File: config.mk
export PLATFORM = sky130hd
export DESIGN_NAME = window_sorter
export DESIGN_NICKNAME = d
export VERILOG_FILES = /design/src/rtl/sorter_pkg.sv /design/src/rtl/sorter_rank.sv /design/src/rtl/window_sorter.sv
export SDC_FILE = /design/constraint.sdc
export NUM_CORES = 1
export LEC_CHECK = 0
export ABC_CLOCK_PERIOD_IN_PS = 13310
export CORE_MARGIN = 1.5
export CORE_UTILIZATION = 50
export DETAILED_ROUTE_END_ITERATION = 10
export PLACE_DENSITY = 0.78
export SYNTH_ARGS = -nofsm -noshare
export SYNTH_HDL_FRONTEND = slang
export SYNTH_SLANG_ARGS = --single-unit
File: constraint.sdc
create_clock -name clk -period 13.31 [get_ports clk]
set_input_delay 2.662 -clock clk [delete_from_list [all_inputs] [get_ports clk]]
set_output_delay 2.662 -clock clk [all_outputs]
set_load 0.005 [all_outputs]
File: src/rtl/sorter_pkg.sv
// Shared helpers for the sliding-window rank sorter: width math and the
// median index, available both as functions and as default-window constants.
package sorter_pkg;

  function automatic int clog2(input int v);
    int r;
    r = 0;
    while ((1 << r) < v) r++;
    return r;
  endfunction

  function automatic int med_idx(input int w);
    return (w - 1) / 2;
  endfunction

  function automatic int rank_w(input int w);
    return (w < 2) ? 1 : clog2(w);
  endfunction

  localparam int DEF_WINDOW = 7;
  localparam int MED_IDX    = med_idx(DEF_WINDOW);
  localparam int RANK_W     = rank_w(DEF_WINDOW);

endpackage

File: src/rtl/sorter_rank.sv
// Rank of element IDX within the window: smaller elements plus equal
// elements at a lower index, so equal values get distinct, stable ranks.
module sorter_rank
  import sorter_pkg::*;
#(
  parameter int DATA_WIDTH = 8,
  parameter int WINDOW     = DEF_WINDOW,
  parameter int IDX        = 0,
  parameter int RW         = rank_w(WINDOW)
) (
  input  logic [WINDOW-1:0][DATA_WIDTH-1:0] win,
  output logic [RW-1:0]                     rank
);

  int cnt;

  always_comb begin
    cnt = 0;
    for (int j = 0; j < WINDOW; j++) begin
      if ((win[j] < win[IDX]) || ((j < IDX) && (win[j] == win[IDX])))
        cnt = cnt + 1;
    end
    rank = RW'(cnt);
  end

endmodule

File: src/rtl/window_sorter.sv
// Sliding-window sorter: window register -> per-element rank -> min/med/max
// select with impulse-noise flag. Three valid stages, whole pipe holds on stall.
module window_sorter
  import sorter_pkg::*;
#(
  parameter int          DATA_WIDTH = 8,
  parameter int          WINDOW     = DEF_WINDOW,
  parameter int unsigned THRESHOLD  = 32
) (
  input  logic                  clk,
  input  logic                  rst,
  input  logic                  flush,
  input  logic [DATA_WIDTH-1:0] in_data,
  input  logic                  in_valid,
  output logic                  in_ready,
  output logic [DATA_WIDTH-1:0] out_min,
  output logic [DATA_WIDTH-1:0] out_med,
  output logic [DATA_WIDTH-1:0] out_max,
  output logic [DATA_WIDTH-1:0] out_center,
  output logic                  out_noise,
  output logic                  out_valid,
  input  logic                  out_ready
);

  localparam int MED = med_idx(WINDOW);
  localparam int RW  = rank_w(WINDOW);
  localparam int CW  = clog2(WINDOW + 1);
  localparam logic [DATA_WIDTH:0] TH = (DATA_WIDTH + 1)'(THRESHOLD);

  logic [WINDOW-1:0][DATA_WIDTH-1:0] win, s2_win;
  logic [WINDOW-1:0][RW-1:0]         rank, s2_rank;
  logic [CW-1:0]                     fill;
  logic [2:0]                        vld_pipe;
  logic                              stall, accept, launch;

  logic [DATA_WIDTH-1:0] sel_min, sel_med, sel_max, sel_ctr;
  logic [DATA_WIDTH:0]   diff;
  logic                  sel_noise;

  assign out_valid = vld_pipe[2];
  assign stall     = vld_pipe[2] && !out_ready;
  assign in_ready  = !stall && !flush;
  assign accept    = in_valid && in_ready;
  // Launch when this acceptance leaves the fill counter at WINDOW.
  assign launch    = accept && (fill >= CW'(WINDOW - 1));

  for (genvar i = 0; i < WINDOW; i++) begin : g_rank
    sorter_rank #(
      .DATA_WIDTH (DATA_WIDTH),
      .WINDOW     (WINDOW),
      .IDX        (i),
      .RW         (RW)
    ) u_rank (
      .win  (win),
      .rank (rank[i])
    );
  end

  always_comb begin
    sel_min = '0;
    sel_med = '0;
    sel_max = '0;
    for (int i = 0; i < WINDOW; i++) begin
      if (s2_rank[i] == RW'(0))          sel_min = s2_win[i];
      if (s2_rank[i] == RW'(MED))        sel_med = s2_win[i];
      if (s2_rank[i] == RW'(WINDOW - 1)) sel_max = s2_win[i];
    end
    sel_ctr   = s2_win[MED];
    diff      = (sel_ctr >= sel_med) ? ({1'b0, sel_ctr} - {1'b0, sel_med})
                                     : ({1'b0, sel_med} - {1'b0, sel_ctr});
    sel_noise = diff > TH;
  end

  // Data path: no reset needed, contents are qualified by vld_pipe.
  always_ff @(posedge clk) begin
    if (accept) win <= {win[WINDOW-2:0], in_data};
    if (!stall) begin
      s2_win  <= win;
      s2_rank <= rank;
    end
  end

  always_ff @(posedge clk) begin
    if (rst) begin
      fill       <= '0;
      vld_pipe   <= '0;
      out_min    <= '0;
      out_med    <= '0;
      out_max    <= '0;
      out_center <= '0;
      out_noise  <= 1'b0;
    end else if (flush) begin
      fill     <= '0;
      vld_pipe <= '0;
    end else if (!stall) begin
      vld_pipe <= {vld_pipe[1:0], launch};
      if (accept && (fill != CW'(WINDOW))) fill <= fill + 1'b1;
      if (vld_pipe[1]) begin
        out_min    <= sel_min;
        out_med    <= sel_med;
        out_max    <= sel_max;
        out_center <= sel_ctr;
        out_noise  <= sel_noise;
      end
    end
  end

endmodule

==> results.ini <==
[run_status]
status = finished, final reports clean

[power]
p_total_mw = 2.335
p_int_mw = 1.420
power.share.clock = 0.230
power_frac_seq = 0.296
power.density_nw_per_um2 = 159.8
ir_worst_vdd_uv = 99.94
power.share.switching = 0.3920
switching_power_mw = 0.9155
comb_power_share = 0.474
p_leak_nw = 6.307

[cells_and_area]
final_cell_mix = 221 x ha_1, 133 x edfxtp_1, 106 x nor2_1
syn2layout_area_growth_pct = 10.66
antennaDiodeCount = 0
fin_cells = 1719
nFillCells = 2227
nets = 1607
layout_commonest_cell = ha_1
seq_area_um2 = 4775
multi_input_area_um2 = 7885
drive_gt1_frac = 0.05780
fin_area_um2 = 14610

[setup_path]
rrSetupSlack_ps = 8020
critPathMaxFanout = 5
endpoint_kind = output port
reg2reg_from = s2_rank[4]
crit_arrival_ps = 3960
critical_path_required_ps = 10650
critPathLaunchType = input port
worst_r2r_endpoint = out_noise
critPathKind = input port to output port
worst-r2r-cell-count = 17

[logic_synthesis]
syn_nets = 1576
yosys_warnings = 0
synth_top_area_frac = 0.3025
ys_seq_elements = 172
synth_edf_count = 133
netlist_area_um2 = 13200
synth_ff_type = edfxtp_1
syn_inst = 1340
avgSynthCellArea_um2 = 9.854
async_flop_share = 0
synth_area_leaders = edfxtp_1 30%, ha_1 21%, dfxtp_1 5.9%, a21oi_1 3.3%, nor2_1 3.0%
ys_seq_area_frac = 0.3616
synth_top_area_cell = edfxtp_1
synth_cell_type_count = 73

[placement]
hpwl_um = 27140
place_congestion = 0.9651
io_buffers = 47
placed_area_um2 = 13980
place_inst = 1686

[grt]
grt_pass1_wl_um = 55570
antenna_found_initial = 0
grtUsageTotal = 0.2710
grt_max_degree = 80
grt_pass1_vias = 10260
globalRouteOverflowTotal = 0

[timing]
fin_tns_setup_ps = 0
max_freq_ghz = 0.1511
finalHoldViolCount = 0
min_period_ps = 6620
finalMaxSlewViolations = 0
maxSlewHeadroom = 0.2865
clock-skew-final_ps = 13.60
fin_crit_sh = 0.4974
worst_pin_slew_ps = 1070
finalSetupViolations = 0
grt_setup_unrepaired = no

[die]
placementRows = 59
coreArea_um2 = 25980
dieArea_um2 = 27390
io_pins = 48
initial_utilization = 0.5081
fp.dieW_um = 165.5
die-height_um = 165.5

[detailed_routing]
wire_per_inst_um = 21.06
final_antenna_net_count = 0
drcViolationCount = 0
firstDrtPassIters = 6
vias_per_cell = 6.198
drt-initial-drc-count = 1253
vias = 10650
wl_um = 36200

[clock_network]
clkLatencyLatePin_ps = 440
postCtsResizedCells = 0
cts_tree = done
cts_buffers = 17
htree_levels = 4
root_buffer = clkbuf_16
cts.sinks = 172
clockBufferDepth = 2
clk_pin_slew_ps = 60
ctsHoldBuffers = 0
postCtsSetupBuffers = 0

[worst_hold_path]
hold_path_class = register to register
holdPathStages = 0
hold_path_end = s2_win[48]
hold_start = win[48]

[flow_run]
maxCapViolations = 0

-- final cells by class --
cell class                      count  share of cell area
Tap cell                          335             0.02869
Clock inverter                     13             0.01293
Inverter                          100             0.02569
Sequential cell                   172              0.3268
Timing Repair Buffer               56             0.03665
Multi-Input combinational cell   1024              0.5396
Clock buffer                       19             0.02963
-- cells by family (layout without fill, tap and decap cells) --
logic type | count (synthesis) | in the layout | synth area share
buf+inv | 144 | 188 | 0.04160
simple gates | 358 | 358 | 0.1409
fa+ha+maj | 223 | 223 | 0.2125
mux | 25 | 25 | 0.02104
xor+xnor | 53 | 53 | 0.04037
flops | 172 | 172 | 0.3616
compound gates | 365 | 365 | 0.1820
-- worst max path at each step --
stage                    from        to  depth (start not counted)
global route        out_ready  in_ready                          4
CTS                 out_ready  in_ready                          4
detailed placement  out_ready  in_ready                          4
finish              out_ready  in_ready                          4
floorplan           out_ready  in_ready                          2
global placement    out_ready  in_ready                          4
-- registers in the layout (all words and copies together) (netlist names) --
| register | cells |
|---|---|
| s2_rank | 21 |
| out_min | 8 |
| fill | 3 |
| vld_pipe | 3 |
| sel_ctr | 8 |
| s2_win | 48 |
| out_center | 8 |
| out_max | 8 |
| out_noise | 1 |
| out_med | 8 |
| win | 56 |
-- metrics by stage --
| stage | utilization | hold slack, ps | setup WS, ps |
|---|---|---|---|
| finish | 0.5623 | 456.0 | 6690 |
| CTS | 0.5621 | 452.4 | 6689 |
| floorplan | - | 426.4 | 7663 |
| global route | 0.5623 | 456.9 | 6622 |
| detailed placement | 0.5382 | 440.0 | 6696 |
| global placement | 0.5382 | 434.9 | 6731 |
-- synthesized netlist by cell type (34+ instances only) --
| cell type | instances |
|---|---|
| dfxtp_1 | 39 |
| nand2_1 | 62 |
| a21oi_1 | 87 |
| a21o_1 | 49 |
| o21ai_0 | 68 |
| nor2b_1 | 38 |
| nand4_1 | 37 |
| inv_1 | 100 |
| nor2_1 | 107 |
| edfxtp_1 | 133 |
| xnor2_1 | 34 |
| ha_1 | 221 |
-- power groups by stage --
stage	Sequential (mW)	Combinational, mW	Clock, mW
4_1_cts	0.690	1.09	0.542
3_5_place_dp	0.702	1.08	0
6_report	0.692	1.11	0.537
3_3_place_gp	0.699	1.05	0
2_1_floorplan	0.675	0.852	0
5_1_grt	0.695	1.22	0.560
-- critical path, stage by stage --
cell             delay (ps)
clkdlybuf4s50_1         400
nor2b_1                 310
nor2_1                  130
clkdlybuf4s50_1         460
-- per-layer routing --
metal | vias up | GRT usage | share of wire
li1 | 5040 | - | -
met1 | 5022 | 0.3524 | 0.41
met2 | 499 | 0.4472 | 0.46
met3 | 93 | 0.03646 | 0.082
met4 | 0 | 0.1254 | 0.042
met5 | - | 0 | 0
Power figures use the tool's default switching activity.
